## config.mk

```make
export PLATFORM = sky130hd
export DESIGN_NAME = asconp_round_ctrl
export DESIGN_NICKNAME = d
export VERILOG_FILES = /design/src/rtl/ascon_pkg.sv /design/src/rtl/asconp_round_ctrl.sv
export SDC_FILE = /design/constraint.sdc
export NUM_CORES = 1
export LEC_CHECK = 0
export ABC_AREA = 1
export BUFFER_PORTS_ARGS = -buffer_cell sky130_fd_sc_hd__buf_2
export CORE_AREA = 2 2 500 502
export CTS_CLUSTER_DIAMETER = 80
export CTS_CLUSTER_SIZE = 8
export DETAILED_ROUTE_END_ITERATION = 10
export DIE_AREA = 0 0 502 504
export SETUP_SLACK_MARGIN = 0.05
export SLEW_MARGIN = 0
export SYNTH_ARGS = -nofsm -noshare
export SYNTH_HDL_FRONTEND = slang
export SYNTH_SLANG_ARGS = --single-unit
```

## constraint.sdc

```tcl
create_clock -name clk_i -period 1.5 [get_ports clk_i]
set_input_delay 0.15 -clock clk_i [delete_from_list [all_inputs] [get_ports clk_i]]
set_output_delay 0.15 -clock clk_i [all_outputs]
set_load 0.005 [all_outputs]
```

## src/rtl/ascon_pkg.sv

```systemverilog
// ascon_pkg: shared Ascon state type, controller FSM encoding and round limits.
package ascon_pkg;
  typedef logic [4:0][63:0] ascon_state_t;
  typedef enum logic [1:0] {IDLE, BUSY, DONE} asconp_ctrl_state_e;
  localparam logic [3:0] ASCON_MAX_ROUNDS = 4'd12;
  localparam logic [3:0] ASCON_LAST_RND   = 4'd11;
endpackage

```

## src/rtl/asconp_round_ctrl.sv

```systemverilog
// asconp_round_ctrl: iterative Ascon permutation round controller with valid/ready handshakes.
// Optional completed-permutation counter enabled by ASCONP_PERF_CNT_EN.
module asconp_round_ctrl
  import ascon_pkg::*;
#(
  parameter int CNT_W = 32
) (
  input  logic             clk_i,
  input  logic             rst_n_i,
  input  logic             start_valid_i,
  output logic             start_ready_o,
  input  logic [3:0]       rounds_i,
  input  logic [63:0]      x0_i,
  input  logic [63:0]      x1_i,
  input  logic [63:0]      x2_i,
  input  logic [63:0]      x3_i,
  input  logic [63:0]      x4_i,
  output logic             done_valid_o,
  input  logic             done_ready_i,
  output logic [63:0]      x0_o,
  output logic [63:0]      x1_o,
  output logic [63:0]      x2_o,
  output logic [63:0]      x3_o,
  output logic [63:0]      x4_o,
  output logic             busy_o,
  output logic [3:0]       round_cnt_o,
  output logic [63:0]      p_x0_o,
  output logic [63:0]      p_x1_o,
  output logic [63:0]      p_x2_o,
  output logic [63:0]      p_x3_o,
  output logic [63:0]      p_x4_o,
  input  logic [63:0]      p_x0_i,
  input  logic [63:0]      p_x1_i,
  input  logic [63:0]      p_x2_i,
  input  logic [63:0]      p_x3_i,
  input  logic [63:0]      p_x4_i
`ifdef ASCONP_PERF_CNT_EN
  ,
  output logic [CNT_W-1:0] perm_cnt_o
`endif
);
  asconp_ctrl_state_e r_state, w_next;
  ascon_state_t       r_x;
  logic [3:0]         r_rnd;
  logic [3:0]         w_rounds;
  logic               w_last;
  // Out-of-range round requests fall back to the full p12 permutation.
  assign w_rounds = (rounds_i == 4'd0 || rounds_i > ASCON_MAX_ROUNDS) ? ASCON_MAX_ROUNDS : rounds_i;
  assign w_last   = r_rnd == ASCON_LAST_RND;
  always_ff @(posedge clk_i or negedge rst_n_i) begin
    if (!rst_n_i) r_state <= IDLE;
    else          r_state <= w_next;
  end
  always_comb begin
    w_next = r_state;
    unique case (r_state)
      IDLE:    w_next = start_valid_i ? BUSY : IDLE;
      BUSY:    w_next = w_last ? DONE : BUSY;
      DONE:    w_next = done_ready_i ? IDLE : DONE;
      default: w_next = IDLE;
    endcase
  end
  always_comb begin
    start_ready_o = r_state == IDLE;
    done_valid_o  = r_state == DONE;
    busy_o        = r_state != IDLE;
  end
  always_ff @(posedge clk_i or negedge rst_n_i) begin
    if (!rst_n_i) begin
      r_x   <= '0;
      r_rnd <= '0;
    end else if (r_state == IDLE && start_valid_i) begin
      r_x   <= {x4_i, x3_i, x2_i, x1_i, x0_i};
      r_rnd <= ASCON_MAX_ROUNDS - w_rounds;
    end else if (r_state == BUSY) begin
      r_x   <= {p_x4_i, p_x3_i, p_x2_i, p_x1_i, p_x0_i};
      r_rnd <= w_last ? r_rnd : r_rnd + 4'd1;
    end else if (r_state == DONE && done_ready_i) begin
      r_rnd <= '0;
    end
  end
  assign {x4_o, x3_o, x2_o, x1_o, x0_o}           = r_x;
  assign {p_x4_o, p_x3_o, p_x2_o, p_x1_o, p_x0_o} = r_x;
  assign round_cnt_o = r_rnd;
`ifdef ASCONP_PERF_CNT_EN
  logic [CNT_W-1:0] r_perm_cnt;
  always_ff @(posedge clk_i or negedge rst_n_i) begin
    if (!rst_n_i) r_perm_cnt <= '0;
    else if (r_state == BUSY && w_last && r_perm_cnt != '1) r_perm_cnt <= r_perm_cnt + 1'b1;
  end
  assign perm_cnt_o = r_perm_cnt;
`else
  logic [CNT_W-1:0] w_unused_perf;
  assign w_unused_perf = '0;
`endif
endmodule

```

Word level (Yosys, flattened, before mapping). Index checks and enable logic that the tools add are counted.

Bits of input ports: 648. Register bits after elaboration: 326. Logic and storage cells: 34. Output and inout port bits: 647.

Add/sub/neg operators: 2. Reductions and logical operators: 9. Order comparisons: 1. Equality and inequality tests: 4. Mux-type cells: 11.

Operator list (number): $mux W320 (2); $mux W4 (5); $pmux W2 S3 (1); $add A4 B1 Y4 const B (1); $eq A4 B4 Y1 const B (1); $gt A4 B4 Y1 const B (1); $logic_not A4 Y1 (1); $mux W2 (2); $reduce_bool A2 Y1 (2); $sub A4 B4 Y4 const A (1); $ne A3 B3 Y1 const B (1); $reduce_bool A3 Y1 (1); $eq A2 B1 Y1 const B (1); $eq A2 B2 Y1 const B (1); $logic_and A1 B1 Y1 (2); $logic_not A2 Y1 (1); $reduce_and A2 Y1 (1); $logic_or A1 B1 Y1 (1); $mux W1 (1).

Longest topological paths before layout.
Depth in word-level cells: 5. Depth in mapped cells: 9. Gate-level depth less buffers: 7.

Least setup slack after synthesis. Ideal clock, no wire load.

Path type: register to register. From: register r_state[1]. To: register r_x (netlist bit p_x0_o[0]). Stages on the path, launching flop included: 8. Required time: 1.376 ns. Arrival time: 1.249 ns. Setup time: 0.124 ns. Setup slack: 0.127 ns. Buffers on the path: 3. Clock period less this slack: 1.373 ns. Cells stage by stage: dfrtp_1 -> nor2_2 -> nand2_2 -> buf_4 -> buf_6 -> buf_2 -> nand3_1 -> nand3_1.

Longest elaborated chain between the ends: 3. Elaborated cells between the ends (all ways): 5. Those cells by class: eq/ne: 1; mux: 1; reduce/logical: 3.

Ends and longest elaborated chain: start, declared (RTL line asconp_round_ctrl.sv:42) `asconp_ctrl_state_e r_state, w_next;`; start signal, assigned (RTL line asconp_round_ctrl.sv:52) `else r_state <= w_next;`; $logic_not A2 Y1 *; named net start_ready_o (RTL line asconp_round_ctrl.sv:11) `output logic start_ready_o,`; $logic_and A1 B1 Y1 * (RTL line asconp_round_ctrl.sv:72) `end else if (r_state == IDLE && start_valid_i) begin`; $mux W320 or $reduce_bool A2 Y1 (tied branches); end signal, assigned (RTL line asconp_round_ctrl.sv:73) `r_x <= {x4_i, x3_i, x2_i, x1_i, x0_i};`; end signal, assigned (RTL line asconp_round_ctrl.sv:76) `r_x <= {p_x4_i, p_x3_i, p_x2_i, p_x1_i, p_x0_i};`; end, declared (RTL line asconp_round_ctrl.sv:43) `ascon_state_t r_x;`.

Mark *: on every way through the listed nets, which the timed path passes. The rest lies on a longest branch. A chain may end at the register's enable or synchronous reset.

Worst setup path after layout.
From: register r_state[0]. To: register r_x (netlist bit p_x1_o[16]).

Longest elaborated chain between the ends: 3. Elaborated cells between the ends (all ways): 5. Those cells by class: eq/ne: 1; mux: 1; reduce/logical: 3.

Ends and longest elaborated chain (RTL line): $logic_not A2 Y1 (asconp_round_ctrl.sv:72); $logic_and A1 B1 Y1 (asconp_round_ctrl.sv:72); $mux W320 or $reduce_bool A2 Y1 (tied branches).

Parallel ways exist; a longest one is shown, timed or not.

==> key figures <==
Placed design
  – Dpl cells: 6,429
  – Pre-CTS setup slack: -241 ps
  – IO buf count: 1,294
  – Post-DP Area: 26,200 um^2
  – Placed wire-length estimate: 190 mm
  – Placer congestion estimate: 1.00

Floorplanning
  – Starting Density: 0.0694
  – Core area: 248,000 um^2
  – Die height: 504 um
  – Full die area: 253,000 um^2
  – Die Width: 502 um
  – Cell Rows: 183
  – I/O pin cnt: 1,295

Routing
  – Total wire length: 233 mm
  – Via/cell ratio: 3.42
  – Via count: 25,200
  – Average routed wire per standard cell: 31.6 um
  – ANT nets after route: 0
  – DR DRC count: 0
  – DR iter-0 viols: 2,298
  – DR pass1 iterations: 5

Global route
  – Vias in the first global route: 23,900
  – Most Crowded Layer GR: met2
  – Met1 usage: 0.190
  – GR Overflow Total: 0
  – GRT Overall Usage: 0.170
  – Maximum number of pins on one net before global-route repair: 49
  – Met3 Usage GRT: 0.0996
  – First-pass GRT wire length: 275 mm
  – Antenna violations before repair: 230
  – GRT met2 Usage: 0.255

Run status
  – Status: finished with violations
  – Failing checks: negative setup slack

STA
  – Worst Tran Pin Value: 450 ps
  – Final Hold Viols: 0
  – Final setup margin: -230 ps
  – Post-Route Setup TNS: -44,920 ps
  – Final Skew: 40.7 ps
  – Unrepaired setup endpoints after global routing: yes
  – Final worst path period share: 1.15
  – Max transition margin: 0.700
  – Final Slew Violations: 0
  – Min Hold Slack: 38.1 ps
  – Final setup fails: 413
  – Max Fclk: 0.578 GHz
  – Final Critical Period: 1730 ps

Clock network
  – Cts bufs inserted: 57
  – CTS clk-pin slew, worst paths: 50 ps
  – Skew-Pair Late Insertion Delay: 710 ps
  – Root Driver: clkbuf_16
  – Clk sinks: 326
  – Max clock buf depth: 3
  – TritonCTS clock tree: built
  – H-tree levels: 2

Power
  – Leakage: 18.6 nW
  – Max rail drop VDD: 1.07 mV
  – Pwr Total: 81.4 mW
  – Cell area power density: 2020 nW/um^2

Layout
  – Fin nets: 4,567
  – Final core occ: 0.163
  – Area Growth Syn to Fin: 135%
  – Share of layout cells above drive strength 1: 0.510
  – Fin area: 40,400 um^2
  – Post-route insts no fill: 7,380
  – Most frequent cells in the layout: buf_2, dlygate4sd3_1, nand2_1
  – Most common cell after layout, fill and taps aside: buf_2

Setup path
  – Critical setup path kind: reg2reg
  – FF-to-FF setup slack: -230 ps
  – R2r endpoint: p_x1_o[16]
  – Worst reg2reg startpoint: r_state[0]
  – Worst-path fanout max: 8
  – Data required, critical path: 2070 ps
  – Crit start category: flip-flop
  – Worst R2R Path Depth: 10
  – Worst Path Arrival: 2300 ps
  – CP Capture Type: flip-flop
  – Worst setup endpoint: p_x1_o[16]
  – Crit. Startpoint: r_state[0]

Flow run
  – Max-cap violations: 0

Yosys
  – Synthesized area per cell: 8.07 um^2
  – Synth warn: 0
  – Syn Nets: 2,778
  – Distinct cells, synth: 20
  – Netlist Area Pre-Place: 17,200 um^2
  – Syn Inst Count: 2,128
  – #FFs+latches synth: 326
  – Sequential element share of the synthesized area: 0.475

Min path
  – Hold crit path type: in2async
[sequential cells by signal, summed over array words and instances, names as in the netlist]
name and count:
p_x1_o 64, round_cnt_o 4, p_x0_o 64, r_state 2, p_x2_o 64, p_x4_o 64
p_x3_o 64
[critical path: stages (launching register included)]
cell and delay [ps]:
dfrtp_2 440, buf_12 140, inv_6 50, nor2_4 40, buf_4 130, buf_12 140, buf_16 150, buf_12 180
buf_6 130, nand2_2 70, nand3_1 80
[area by class of cell]
type                       instances  area (um^2)
inverter                          12          108
fill                           27900       207000
clock buffer                      65         1490
timing repair buffer            2188        18000
antenna                          107          268
tap                             3330         4170
sequential                       326         8210
timing repair inverter             3         80.1
multi-input combinational       1329         7810
clock inverter                    20          256
[timing repair]
action	4_1_cts	5_1_grt
setup endpoints to repair	925	847
gates resized for setup	403	478
endpoints found under the hold margin	651	0
hold buffers	649	0
cloned	31	38
pin swaps	2	89
setup buffers	26	21
[per-layer routing]
| metal | vias up | part of all wire |
|---|---|---|
| li1 | 10400 | - |
| met1 | 12200 | 0.37 |
| met2 | 1878 | 0.42 |
| met3 | 607 | 0.14 |
| met4 | 132 | 0.061 |
| met5 | - | 0.0037 |
[cell usage after synthesis]
| master | instances | share of area |
|---|---|---|
| inv_2 | 2 | 0.00044 |
| o21ai_0 | 1 | 0.00029 |
| o22ai_1 | 2 | 0.00073 |
| o21a_1 | 1 | 0.00044 |
| nor2_2 | 1 | 0.00036 |
| nor2_4 | 1 | 0.00066 |
| nand2_2 | 1 | 0.00036 |
| buf_6 | 3 | 0.0020 |
| clkbuf_1 | 23 | 0.0050 |
| a21oi_1 | 2 | 0.00058 |
| dfrtp_1 | 326 | 0.48 |
| buf_2 | 95 | 0.028 |
| ha_1 | 2 | 0.0015 |
| inv_1 | 10 | 0.0022 |
| nor2_1 | 7 | 0.0015 |
| buf_4 | 334 | 0.15 |
| nand4_1 | 1 | 0.00036 |
| buf_1 | 6 | 0.0013 |
| nand3_1 | 649 | 0.19 |
| nand2_1 | 661 | 0.14 |
[how the worst min path moves through the flow]
stage | startpoint | endpoint | slack [ps] | cells past startpoint
6_report | rst_n_i | p_x0_o[16] | 40 | 3
3_5_place_dp | rst_n_i | p_x0_o[42] | 190 | 2
4_1_cts | rst_n_i | p_x0_o[42] | 1 | 3
2_1_floorplan | rst_n_i | p_x0_o[0] | -150 | 0
3_3_place_gp | rst_n_i | p_x0_o[42] | 180 | 2
5_1_grt | rst_n_i | p_x0_o[16] | 40 | 3
[where the power goes]
| part | switching (mW) | internal [mW] | total, mW |
|---|---|---|---|
| sequential | 6.62 | 13.2 | 19.9 |
| clock | 5.35 | 7.65 | 13.0 |
| combinational | 27.9 | 20.6 | 48.5 |
| total | 39.9 | 41.5 | 81.4 |
[cell families after synthesis]
group / Yosys count / synth area share
fa+ha+maj: 2 / 0.00146
flops: 326 / 0.475
compound gates: 6 / 0.00204
simple gates: 1321 / 0.337
buf+inv: 473 / 0.185
No activity file was read; power rests on OpenSTA's default activity.
